## config.mk

```make
export PLATFORM = sky130hd
export DESIGN_NAME = instr_fetch
export DESIGN_NICKNAME = d
export VERILOG_FILES = /design/src/rtl/instr_fetch.sv
export SDC_FILE = /design/constraint.sdc
export NUM_CORES = 1
export LEC_CHECK = 0
export ABC_CLOCK_PERIOD_IN_PS = 8500
export CAP_MARGIN = 40
export CORE_ASPECT_RATIO = 1.1
export CORE_MARGIN = 4
export CORE_UTILIZATION = 59
export DETAILED_ROUTE_END_ITERATION = 10
export PLACE_DENSITY = 0.85
export SLEW_MARGIN = 20
export SYNTH_ARGS = -nofsm -noshare
export SYNTH_HDL_FRONTEND = slang
export SYNTH_SLANG_ARGS = --single-unit
```

## constraint.sdc

```tcl
create_clock -name clk -period 8.5 [get_ports clk]
set_clock_uncertainty 0.1 [all_clocks]
set_input_delay 1.7 -clock clk [delete_from_list [all_inputs] [get_ports clk]]
set_output_delay 1.7 -clock clk [all_outputs]
set_load 0.02 [all_outputs]
```

## src/rtl/instr_fetch.sv

```systemverilog
// rtl/instr_fetch.sv - instruction prefetch unit with credit-limited memory requests
// Fetches program words into a small FIFO and presents the head to the decoder.
module instr_fetch #(
    parameter int DEPTH  = 4,
    parameter int ADDR_W = 5
) (
    input  logic              clk,
    input  logic              rst,
    input  logic              fetch_en,
    input  logic              jmp_en,
    input  logic [ADDR_W-1:0] jmp_addr,
    output logic              mem_req,
    output logic [ADDR_W-1:0] mem_addr,
    input  logic              mem_rvalid,
    input  logic [15:0]       mem_rdata,
    output logic              instr_valid,
    output logic [15:0]       instr_data,
    output logic [ADDR_W-1:0] instr_pc,
    input  logic              instr_ready,
    output logic              err_sticky
);

    localparam int PTR_W = $clog2(DEPTH);
    localparam int CNT_W = $clog2(DEPTH + 1);
    localparam int ENT_W = 16 + ADDR_W;
    localparam logic [CNT_W:0]   DEPTH_EXT = (CNT_W + 1)'(DEPTH);
    localparam logic [CNT_W-1:0] DEPTH_CNT = CNT_W'(DEPTH);

    typedef enum logic [1:0] {IDLE, FETCH, FULL} state_t;

    state_t            state_q, state_d;
    logic [ADDR_W-1:0] pc_q, pc_d;
    logic [ADDR_W-1:0] req_addr_q, req_addr_d;
    logic              inflight_q, inflight_d;
    logic [CNT_W-1:0]  count_q, count_d;
    logic [PTR_W-1:0]  wr_ptr_q, wr_ptr_d;
    logic [PTR_W-1:0]  rd_ptr_q, rd_ptr_d;
    logic              err_q, err_d;
    logic [ENT_W-1:0]  fifo_q [DEPTH];

    logic              pop;
    logic              push;
    logic              rv_ok;
    logic              rv_bad;
    logic              fifo_full;
    logic [CNT_W:0]    credit_next;
    logic [ENT_W-1:0]  head;

    assign mem_req     = (state_q == FETCH) && !jmp_en && !rst;
    assign mem_addr    = mem_req ? pc_q : '0;
    assign instr_valid = (count_q != '0) && !rst;
    assign head        = fifo_q[rd_ptr_q];
    assign instr_data  = instr_valid ? head[ENT_W-1:ADDR_W] : '0;
    assign instr_pc    = instr_valid ? head[ADDR_W-1:0] : '0;
    assign err_sticky  = err_q && !rst;

    // A full FIFO can still take the returning word when the head leaves this cycle.
    assign fifo_full = (count_q == DEPTH_CNT);
    assign pop       = instr_valid && instr_ready && !jmp_en;
    assign rv_ok     = mem_rvalid && !jmp_en && !rst;
    assign push      = rv_ok && inflight_q && (!fifo_full || pop);
    assign rv_bad    = rv_ok && (!inflight_q || (fifo_full && !pop));

    always_comb begin
        pc_d       = pc_q;
        req_addr_d = req_addr_q;
        inflight_d = mem_req;
        wr_ptr_d   = wr_ptr_q;
        rd_ptr_d   = rd_ptr_q;
        count_d    = count_q;
        err_d      = err_q || rv_bad;

        if (mem_req) begin
            pc_d       = pc_q + ADDR_W'(1);
            req_addr_d = pc_q;
        end
        if (push) wr_ptr_d = wr_ptr_q + PTR_W'(1);
        if (pop)  rd_ptr_d = rd_ptr_q + PTR_W'(1);
        case ({push, pop})
            2'b10:   count_d = count_q + CNT_W'(1);
            2'b01:   count_d = count_q - CNT_W'(1);
            default: count_d = count_q;
        endcase

        if (jmp_en) begin
            pc_d       = jmp_addr;
            inflight_d = 1'b0;
            count_d    = '0;
            wr_ptr_d   = '0;
            rd_ptr_d   = '0;
        end

        // Credit is judged on the occupancy the next cycle will see, so a request
        // issued now is already counted and the FIFO can never be oversubscribed.
        credit_next = DEPTH_EXT - ({1'b0, count_d} + {{CNT_W{1'b0}}, inflight_d});
        if (!fetch_en)
            state_d = IDLE;
        else if (credit_next != '0)
            state_d = FETCH;
        else
            state_d = FULL;
    end

    always_ff @(posedge clk) begin
        if (rst) begin
            state_q    <= IDLE;
            pc_q       <= '0;
            req_addr_q <= '0;
            inflight_q <= 1'b0;
            count_q    <= '0;
            wr_ptr_q   <= '0;
            rd_ptr_q   <= '0;
            err_q      <= 1'b0;
        end else begin
            state_q    <= state_d;
            pc_q       <= pc_d;
            req_addr_q <= req_addr_d;
            inflight_q <= inflight_d;
            count_q    <= count_d;
            wr_ptr_q   <= wr_ptr_d;
            rd_ptr_q   <= rd_ptr_d;
            err_q      <= err_d;
        end
    end

    always_ff @(posedge clk) begin
        if (push) fifo_q[wr_ptr_q] <= {mem_rdata, req_addr_q};
    end

endmodule
```

==> results.txt, run 1 <==
* CTS Hold Buffers Added: 0
- Distinct cell type count after synthesis: 40
- For this run, the total global-route usage over all layers was measured as 17.9%.
- Power spread over the standard cell area amounts to 167 nW/um2.
- Before antenna repair, the detailed router went through 4 iterations.
* Busiest grt layer: met2
- Count of cells along the worst hold path: 2
- From synthesis to final layout, the design area changed by 20.2%.
- Startpoint of the worst hold path: pc_q[4]
* Count of final hold-check violations: 0
- The worst register-to-register path begins at count_q[0].
- For this design, the sink count on the clock tree is 107.
- The library cell used most frequently in the layout, excluding fill and tap cells, is edfxtp_1.
* Routability Congestion: 0.831
* Leftover overflow at the end of global routing: 0
- Hold path endpoint: pc_q[4]
- I/O Pins: 56
- Of the total power, the share spent switching nets is 20.0%.
- Once the floorplan was initialized, standard cells occupied 60.9% of the core.
- STA puts the critical path data required time at 6.70 ns.
- Routed wire length: 7220 um
* Slew @ Worst Pin: 0.611 ns
* Site row count: 32
- After detailed routing, the average wire length per cell comes to 17.3 um.
- In this run the static leakage power is 1.68 nW.
- Post-CTS clock slew at the launch and capture registers of the worst setup and hold paths: 0.08 ns
* Max VDD drop: 0.103 mV
- Largest stage delay, worst path: 0.71 ns
* Cell area after synthesis: 4290 um2
* Met3 demand-to-capacity share in global routing: 2.80%
- In the global route stage, met1 resource usage came out at 22.0%.
- Max-cap violations in this run came to 0.
- Warning count from the yosys run: 0
- Post-synthesis cell type with the largest combined area: edfxtp_1
- Area fraction of the dominant cell type after synthesis: 58.8%
* Count of placed standard cells in the final layout, fillers left out: 418
- Total number of vias: 2373
* Antenna violations before repair: 0
* DRC violations left: 0
- The die is 97.5 um tall.
- Root Buffer Master: clkbuf_8
- Share of power burned in the clock network: 30.8%
- With fillers left out, the area of the finished cells amounts to 5160 um2.
- Synthesis inferred 107 register bits.
* Reg power frac: 65.8%
* Post-synth net total: 302
- The clock passes through at most 2 buffers.
- Reg2reg setup slack: 5.40 ns
- Number of levels the H-tree was split into: 3
* Setup repair after global routing missed its margin: false
- Among all stages on the critical path, the largest delay is contributed by clkdlybuf4s50_1.
- Worst slew margin relative to its limit: 59.3%
- Timing analysis after detailed placement gives a worst setup slack of 2.38 ns.
- Post-Route Setup TNS: 0 ns
- Met2 GRT Util: 30.9%
- Detailed placement ended at an HPWL of 5140 um.
* Floorplan die area: 8700 um2
- Worst-path fanout max: 18
- Number of nets in the layout: 363
- Post-Syn Area per Cell: 16.1 um2
* Cell family with most CP delay: buffers and inverters
- The tightest min-delay check is of the reg -> reg type.
- Combinational share of power: 3.4%
- The core region is 7050 um2.
- Fraction of layout cells with a size suffix above 1: 14.4%
- Seq/Total Area, Yosys: 69.5%
- Static timing analysis puts the maximum clock frequency at 0.162 GHz.
* Minimum clock period after layout: 6.17 ns
- Synthesized instance count: 267
* Post-route clock period utilization: 72.6%
- The die is 89.3 um wide.
- After detailed placement, the design holds a cell count of 402.
- The worst setup path is captured at a primary output.
- At the later pin of the worst-skew pair, clock insertion delay measures 0.35 ns.
- Depth of the worst register-to-register path: 9
- The first global-routing pass estimated 11600 um of wire.
* Synth top area cells: edfxtp_1 59%, mux4_2 11%, dfxtp_1 11%
- Critical path type: in -> out
- Post-CTS repair changed the size of 0 cells.
- Setup slack closes at 2.33 ns.
- Worst path bufs/invs: 4
- The count of buffers added on input and output ports is 55.
- Status: complete, no violations
- Via count of the first global-routing pass: 2420
- In the layout the commonest cells are 84 x edfxtp_1, 55 x clkdlybuf4s50_1, 25 x and2_1.
- The internal portion of the total power is 0.688 mW.
* Ant diodes: 0
- Final core utilization: 73.2%
- Post-placement cell area: 4990 um2
- Largest net degree at the start of global routing: 23
- The number of clock buffers added by TritonCTS is 9.
- Finish-stage setup viols: 0
- STA classifies the critical path startpoint as a primary input.
- The worst register-to-register path ends at state_q[0].
* Violation count after the first detailed-route iteration: 131
- TritonCTS built the clock tree.
- Total setup buffers inserted after CTS: 0
- At the worst endpoint, the arrival time is 4.37 ns.
- The number of pins exceeding their max-slew limit in the final report was 0.
- In this run the power spent charging and discharging nets is 0.172 mW.
- Dividing the detail-routed via count by the number of cells gives 5.68.
* Crit-path cells: clkdlybuf4s50_1 -> nor2_1 -> nand3b_1 -> inv_1 -> nand2_1 -> inv_1 -> clkdlybuf4s50_1
* Routed Antenna Nets: 0
kinds of logic (layout without fill, tap and decap cells):
group / count (synthesis) / count (layout) / synth area share (%)
AOI/OAI and AO/OA: 24 / 24 / 3.38
xor gates and xnor gates: 5 / 5 / 1.02
adders and majority gates: 8 / 8 / 2.51
buffers and inverters: 23 / 89 / 2.10
DFF: 107 / 107 / 69.5
muxes: 22 / 22 / 11.3
and+or+nand+nor: 78 / 78 / 10.2
power by group through the flow:
| stage | combinational, mW | clock (mW) | sequential [mW] |
|---|---|---|---|
| 6_report | 0.0292 | 0.265 | 0.566 |
| 5_1_grt | 0.0317 | 0.293 | 0.566 |
| 4_1_cts | 0.0292 | 0.272 | 0.566 |
| 3_5_place_dp | 0.0291 | 0 | 0.578 |
| 3_3_place_gp | 0.0283 | 0 | 0.578 |
| 2_1_floorplan | 0.0109 | 0 | 0.578 |
registers in the layout, indices dropped and copies added, names as in the netlist, named ones only:
register / cells
fifo_q: 84
pc_q: 5
req_addr_q: 5
count_q: 3
rd_ptr_q: 2
state_q: 2
wr_ptr_q: 2
err_q: 1
inflight_q: 1
through the flow:
step / total power, mW / hold WS [ns]
floorplan: 0.589 / 0.360
CTS: 0.867 / 0.401
global route: 0.892 / 0.425
global placement: 0.606 / 0.379
finish: 0.860 / 0.402
detailed placement: 0.607 / 0.387
layout make-up:
type	instances	area [um2]
timing repair buffer	62	641
fill	435	1890
sequential	107	2980
tap	85	106
inverter	11	41.3
clock buffer	11	131
clock inverter	5	38.8
multi-input combinational	137	1220
cells in the mapped netlist:
| cell | count |
|---|---|
| a21oi_1 | 14 |
| a22oi_1 | 1 |
| a311oi_1 | 1 |
| a31o_2 | 1 |
| a32oi_1 | 1 |
| and2_1 | 25 |
| and3_1 | 4 |
| and4_1 | 1 |
| and4bb_2 | 1 |
| buf_1 | 2 |
| buf_4 | 1 |
| clkbuf_1 | 9 |
| dfxtp_1 | 23 |
| edfxtp_1 | 84 |
| fa_1 | 1 |
| ha_1 | 7 |
| inv_1 | 11 |
| mux2i_1 | 1 |
| mux4_2 | 21 |
| nand2_1 | 12 |
| nand2b_1 | 1 |
| nand3_1 | 3 |
| nand3b_1 | 1 |
| nand4_1 | 1 |
| nor2_1 | 15 |
| nor2b_1 | 1 |
| nor3_1 | 6 |
| nor4_2 | 1 |
| o2111a_1 | 1 |
| o21a_1 | 1 |
| o21ai_0 | 3 |
| o31ai_1 | 1 |
| or2_1 | 1 |
| or2_2 | 1 |
| or3_1 | 1 |
| or3b_4 | 1 |
| or4_1 | 1 |
| or4b_4 | 1 |
| xnor2_1 | 3 |
| xor2_1 | 2 |
metal layers:
| metal | share of wire [%] | up-vias |
|---|---|---|
| li1 | - | 1132 |
| met5 | 0 | - |
| met2 | 54 | 66 |
| met1 | 40 | 1161 |
| met4 | 1.9 | 0 |
| met3 | 4.6 | 14 |
worst max-delay path by stage:
stage / start / to / cells past startpoint
2_1_floorplan: rst / mem_addr[0] / 7
3_3_place_gp: rst / mem_addr[3] / 7
3_5_place_dp: rst / mem_addr[2] / 7
4_1_cts: rst / mem_addr[2] / 7
5_1_grt: rst / mem_addr[0] / 7
6_report: rst / mem_addr[2] / 7
tightest hold or removal path, cell delays in order, from the launching register on:
cell and delay [ns]:
dfxtp_1 0.33, o21ai_0 0.07, a21oi_1 0.06
(Power assumes the default switching activity.)
==> run 2, diff against run 1 <==
--- a/config.mk
+++ b/config.mk
@@ -5,13 +5,13 @@
 export SDC_FILE = /design/constraint.sdc
 export NUM_CORES = 1
 export LEC_CHECK = 0
-export ABC_CLOCK_PERIOD_IN_PS = 8500
+export ABC_CLOCK_PERIOD_IN_PS = 5800
 export CAP_MARGIN = 40
 export CORE_ASPECT_RATIO = 1.1
 export CORE_MARGIN = 4
-export CORE_UTILIZATION = 59
+export CORE_UTILIZATION = 54
 export DETAILED_ROUTE_END_ITERATION = 10
-export PLACE_DENSITY = 0.85
+export PLACE_DENSITY = 0.78
 export SLEW_MARGIN = 20
 export SYNTH_ARGS = -nofsm -noshare
 export SYNTH_HDL_FRONTEND = slang
==> constraint.sdc (replaced) <==
create_clock -name clk -period 5.8 [get_ports clk]
set_clock_uncertainty 0.1 [all_clocks]
set_input_delay 1.16 -clock clk [delete_from_list [all_inputs] [get_ports clk]]
set_output_delay 1.16 -clock clk [all_outputs]
set_load 0.02 [all_outputs]
==> run 2 against run 1 <==
Effect of this change: via count is 0.51% lower; first-iteration DRC count is 34% lower; cell count is 5.0% higher; wire length is 2.9% lower; register-to-register slack worse by 2.7 ns; largest cell class unchanged.
==> results.txt, run 2 (synthesis gave the netlist of run 1 again) <==
- The number of nets in the finished design was 364 (+0.28%).
- Leakage: 1.71 nW (+1.4%)
* Routed Antenna Nets: 0 (unchanged)
- The maximum clock insertion buffer count was 2 (unchanged).
* Fraction of layout cells with a size suffix above 1: 14.7% (+0.26 points)
- The worst endpoint data arrival time was 3.62 ns (-0.75 ns).
- Critical path startpoint category: primary input
- Met3 demand-to-capacity share in global routing: 2.82% (+0.024 points)
* Largest net degree at the start of global routing: 23 (unchanged)
- CP max-delay cell: clkdlybuf4s50_1
- Post-layout total power: 1.31 mW (+52%)
- Core region area: 7600 um2 (+7.8%)
- Of the available clock period, the critical path in the final layout requires 84.1%.
- In the final layout, the registers with the most flip-flops are fifo_q: 84 flops, pc_q: 5 flops, req_addr_q: 5 flops.
* Timing-limited maximum frequency: 0.205 GHz
* Count of cells along the worst hold path: 2 (unchanged)
- Area Growth Syn to Fin: 21.5%
- The instance area after placement was 5020 um2 (+0.65%).
- Total number of vias: 2361 (-0.51%)
- The clock latency on the worst-skew pair came to 0.35 ns (about the same).
- Reg2reg setup slack: 2.68 ns (-2.72 ns)
- Leaving out fill and tap cells, the most frequent cell in the layout is edfxtp_1.
- The met1 usage came to 22.0% (-0.045 points).
- Antenna violations before repair: 0 (unchanged)
* Via count of the first global-routing pass: 2397 (-0.95%)
* CTS buffer count: 9 (unchanged)
- The number of pins exceeding their max-slew limit in the final report came to 0 (unchanged).
* Leftover overflow at the end of global routing: 0 (unchanged)
* Critical Path RT: 4.54 ns (-2.16 ns)
- Max VDD drop: 0.117 mV (+13%)
- The transition time at the pin with the least slew margin was 0.640 ns (+0.0288 ns).
* Post-CTS clock slew at the launch and capture registers of the worst setup and hold paths: 0.09 ns (about the same)
- The smallest clock period supported by the final layout is computed as 4.88 ns.
* Site row count: 33 (+3.1%)
* Largest reg by FF count: fifo_q
- CTS placed an instance of clkbuf_8 at the clock tree root.
- The post-route DRC violation count was 0 (unchanged).
- The die width came to 93 um (+4.1%).
* CTS Hold Buffers Added: 0 (unchanged)
* Count of final hold-check violations: 0 (unchanged)
* Final standard cell area without fillers: 5220 um2 (+1.1%)
* Post-Route Setup TNS: 0 ns (unchanged)
- Worst min path class: reg -> reg
- The overall die area came to 9440 um2 (+8.4%).
* Routability Congestion: 0.795 (-4.3%)
- Violation count after the first detailed-route iteration: 87 (-34%)
* Met2 GRT Util: 28.3% (-2.6 points)
- The final non-filler cell total is 439 (+5.0%).
* Finish-stage setup viols: 0 (unchanged)
- The layer flagged by global routing as most heavily used is met2.
- TritonCTS built the clock tree.
- The number of ports placed on the die boundary came to 56 (unchanged).
- The worst setup path is captured at a primary output.
- Leaving out fill and tap cells, the most frequent cells in the layout are 84 x edfxtp_1, 55 x clkdlybuf4s50_1, 25 x and2_1.
* Half-perimeter wire length after detailed placement: 4830 um (-6.1%)
* Max-cap violation count: 0 (unchanged)
* First-pass iteration count of the detailed router: 4 (unchanged)
- Worst-path fanout max: 18 (unchanged)
- Setup repair after global routing left no endpoint under its margin.
- Ant diodes: 0 (unchanged)
- The final routed wirelength across all metal layers is 7010 um (-2.9%).
* Power Density: 251 nW/um2 (+50%)
- Depth of the worst register-to-register path: 9 (unchanged)
- Critical path type: in -> out
- Resized Gates After CTS: 0 (unchanged)
* Instance count after placement with tap cells included: 423 (+5.2%)
- Routed via count divided by cell count: 5.38 (-5.3%)
* Status: complete, no violations
- The initial cell density of the core is 56.5% (-4.4 points).
- The stage delay of the slowest cell on the critical path is 0.72 ns (about the same).
* Routed WL per cell: 16.0 um (-7.5%)
- The number of buffers added for setup after CTS came to 0 (unchanged).
- The die boundary height was 102 um (+4.2%).
- GRT Util Overall: 16.7% (-1.2 points)
- Number of levels the H-tree was split into: 3 (unchanged)
- The number of buffers added on ports was 55 (unchanged).
* Worst hold-check slack: 0.402 ns (-0.000468 ns)
- Walking the worst path, the cells encountered are clkdlybuf4s50_1 -> nor2_1 -> nand3b_1 -> buf_4 -> inv_1 -> nand2_1 -> inv_1 -> clkdlybuf4s50_1.
* Max reg flops: 84 (unchanged)
- The number of sinks driven by the clock tree is 107 (unchanged).
* First-pass GRT wire length: 12000 um (+3.3%)
- Worst slew margin relative to its limit: 57.3% (-2.0 points)
## run 2: layer usage
layer	wire, um	vias up
li1	-	1133
met1	3080	1163
met2	3560	55
met3	271	10
met4	99	0
met5	0	-
## run 2: cell type report
class                           count  area [um2]
Sequential cell                   107        2980
Timing Repair Buffer               63         648
Fill cell                         526        2380
Clock buffer                       10         128
Inverter                           11        41.3
Multi-Input combinational cell    137        1220
Tap cell                          105         131
Clock inverter                      6        65.1
## run 2: report_power, final
part           total [mW]  switching, mW  internal, mW
Combinational      0.0429         0.0191        0.0238
Sequential          0.830        0.00303         0.827
Clock               0.435          0.235         0.201
## run 2: through the flow
| stage | utilization [%] | setup slack (ns) |
|---|---|---|
| after floorplan | - | 2.16 |
| after global placement | 65.1 | 1.01 |
| after detailed placement | 66.1 | 0.936 |
| after CTS | 68.6 | 0.935 |
| after global routing | 68.6 | 0.674 |
| final | 68.6 | 0.924 |
## run 2: critical path, delay by kind of cell
kind	cells	cell delay [ns]
and+or+nand+nor	3	0.62
buffers and inverters	5	1.82
## run 2: path summary, 6_finish.rpt
path	from	to
setup / recovery	rst	mem_addr[4]
hold / removal	req_addr_q[1]	req_addr_q[1]
setup reg to reg	count_q[0]	state_q[0]
hold reg to reg	req_addr_q[1]	req_addr_q[1]
==> run 3, diff against run 2 <==
--- a/config.mk
+++ b/config.mk
@@ -5,7 +5,7 @@
 export SDC_FILE = /design/constraint.sdc
 export NUM_CORES = 1
 export LEC_CHECK = 0
-export ABC_CLOCK_PERIOD_IN_PS = 5800
+export ABC_CLOCK_PERIOD_IN_PS = 4600
 export CAP_MARGIN = 40
 export CORE_ASPECT_RATIO = 1.1
 export CORE_MARGIN = 4
==> constraint.sdc (replaced) <==
create_clock -name clk -period 4.6 [get_ports clk]
set_clock_uncertainty 0.1 [all_clocks]
set_input_delay 0.92 -clock clk [delete_from_list [all_inputs] [get_ports clk]]
set_output_delay 0.92 -clock clk [all_outputs]
set_load 0.02 [all_outputs]
==> run 3 against run 2 <==
Effect of this change: clock power up 31%; non-clock buffer count grew 3; critical path depth is 1 lower; combinational power grew 31%; setup slack lost 0.27 ns; global-route usage grew 0.83 points; worst hold slack better by 0.0045 ns; sequential share of layout area fell by 0.096 points; critical endpoint is now mem_addr[0]; flip-flop and latch count stayed put; clock-buffer cell count rose by 3.
==> results.txt, run 3 (synthesis gave the netlist of run 1 again) <==
- Status: complete, no violations
* Core region area: 7600 um2 (unchanged)
- Leakage: 1.72 nW (+1.1%)
* Max-cap violation count: 0 (unchanged)
* Dpl ws: 0.566 ns (-0.370 ns)
- The count of buffering cells on the critical path with inverters included is 4 (-1).
* Largest registers ranked by flip-flop count: fifo_q: 84 flops, pc_q: 5 flops, req_addr_q: 5 flops
* Fraction of layout cells with a size suffix above 1: 15.4% (+0.76 points)
* Max-slew violation count: 0 (unchanged)
* Source-to-sink clock delay at the later pin of the worst-skew pair: 0.36 ns (about the same)
- Antenna violations before repair: 0 (unchanged)
- In the finished design, the share of the clock period the worst path needs comes to 85.8%.
- Largest stage delay, worst path: 0.60 ns (-0.12 ns)
* Largest reg by FF count: fifo_q
* Half-perimeter wire length after detailed placement: 4920 um (+1.9%)
* Root Buffer Master: clkbuf_8
- Routed WL per cell: 16.8 um (+5.5%)
- The number of antenna cells inserted came to 0 (unchanged).
* Floorplan die area: 9440 um2 (unchanged)
- Critical Path RT: 3.58 ns (-0.96 ns)
- The reg-to-reg setup timing slack came to 1.55 ns (-1.13 ns).
* Slew @ Worst Pin: 0.501 ns (-0.139 ns)
* Top library cells by usage in the layout, fill and taps aside: 84 x edfxtp_1, 55 x clkdlybuf4s50_1, 25 x and2_1
* Initial core utilization: 56.5% (unchanged)
* Leftover overflow at the end of global routing: 0 (unchanged)
- Setup repair after global routing missed its margin: false
- Relative to the synthesized area, the layout overhead comes to 21.7%.
- GRT Util Overall: 17.6% (+0.83 points)
- CTS buffer count: 9 (unchanged)
* Site row count: 33 (unchanged)
* Post-Route Setup TNS: 0 ns (unchanged)
* Number of levels the H-tree was split into: 3 (unchanged)
- The routability congestion estimate from global placement was 0.821 (+3.2%).
- STA classifies the critical path startpoint as a primary input.
* Violation count after the first detailed-route iteration: 88 (+1.1%)
* First-pass iteration count of the detailed router: 4 (unchanged)
* Worst min path class: reg -> reg
* CTS sink cnt: 107 (unchanged)
* Worst slew margin relative to its limit: 66.3% (+9.0 points)
- Max reg flops: 84 (unchanged)
- The clock-pin slew on the worst setup and hold paths came to 0.09 ns (about the same).
* Kind of end point of the critical path: primary output
- Die extent in y: 102 um (unchanged)
* Cell family with most CP delay: buffers and inverters
- The pin count of the biggest net entering global routing is 23 (unchanged).
- Resized Gates After CTS: 0 (unchanged)
- Crit-path cells: clkdlybuf4s50_1 -> nor2_1 -> nand3b_1 -> inv_1 -> nand2_1 -> inv_1 -> clkdlybuf4s50_1
- Chip Width: 93 um (unchanged)
* Routed Antenna Nets: 0 (unchanged)
- # fillers: 534 (+1.5%)
* Critical path type: in -> out
- The total number of vias was 2410 (+2.1%).
* TritonCTS clock tree: built
- The largest fanout on the critical path came to 12 (-6).
- The count of final setup violators was 0 (unchanged).
- Leaving out fill and tap cells, the most frequent cell in the layout is edfxtp_1.
- The largest vdd supply drop came to 0.147 mV (+25%).
- After layout, the minimum clock period comes to 3.95 ns.
* Routed wire length: 7450 um (+6.2%)
- The power density normalized to cell area is 320 nW/um2 (+28%).
* Number of buffers inserted by port buffering: 55 (unchanged)
- The global-route wire length before repair was 12500 um (+4.0%).
* Routed via count divided by cell count: 5.45 (+1.4%)
- CTS Hold Buffers Added: 0 (unchanged)
* Count of final hold-check violations: 0 (unchanged)
- Timing-limited maximum frequency: 0.253 GHz
* CP max-delay cell: clkdlybuf4s50_1
* I/O Pins: 56 (unchanged)
- DRC violations left: 0 (unchanged)
* Final worst setup slack: 0.652 ns (-0.273 ns)
* Via count of the first global-routing pass: 2478 (+3.4%)
- Number of nets in the layout: 367 (+0.82%)
* Total setup buffers inserted after CTS: 0 (unchanged)
- Maximum count of clock buffers along a single path: 2 (unchanged)
- Crit path DAT: 2.93 ns (-0.69 ns)
[run 3: where the power goes]
part	internal, mW	leakage (nW)	total [mW]	switching (mW)
registers	1.04	0.906	1.05	0.00382
logic	0.0311	0.717	0.0561	0.0250
clock network	0.268	0.102	0.571	0.303
[run 3: cell type report]
class | count | area (um2) | share of cell area [%]
flip-flops and latches | 107 | 2980 | 57.1
multi-input cells | 137 | 1220 | 23.3
repair buffers | 66 | 641 | 12.3
clock buffers | 13 | 181 | 3.47
well taps | 105 | 131 | 2.51
inverters | 11 | 41.3 | 0.790
clock inverters | 3 | 27.5 | 0.527
[run 3: layer usage]
layer	vias up	global-route usage [%]	part of all wire, %
met5	-	0	0
met2	56	29.8	52
met4	0	5.75	1.3
li1	1137	-	-
met3	8	4.23	5.1
met1	1209	22.6	41
[run 3: per-stage QoR]
step	power [mW]	util, %	cell area [um2]	std cells	hold slack [ns]
after floorplan	1.09	-	4290	267	0.360
after global placement	1.12	65.8	5000	425	0.386
after detailed placement	1.12	66.0	5010	426	0.387
after CTS	1.69	68.8	5220	442	0.404
after global routing	1.74	68.8	5220	442	0.439
final	1.67	68.8	5220	442	0.406
[run 3: path summary, 6_finish.rpt]
kind	depth (start not counted)	end	start
worst max-delay path	7	mem_addr[0]	jmp_en
worst min-delay path	2	req_addr_q[1]	req_addr_q[1]
worst max register to register	9	state_q[0]	count_q[0]
worst min register to register	2	req_addr_q[1]	req_addr_q[1]
[run 3: worst min-delay path, cell delays in order, from the launching register on]
cell and delay [ns]:
dfxtp_1 0.35, nand2_1 0.06, a21oi_1 0.05
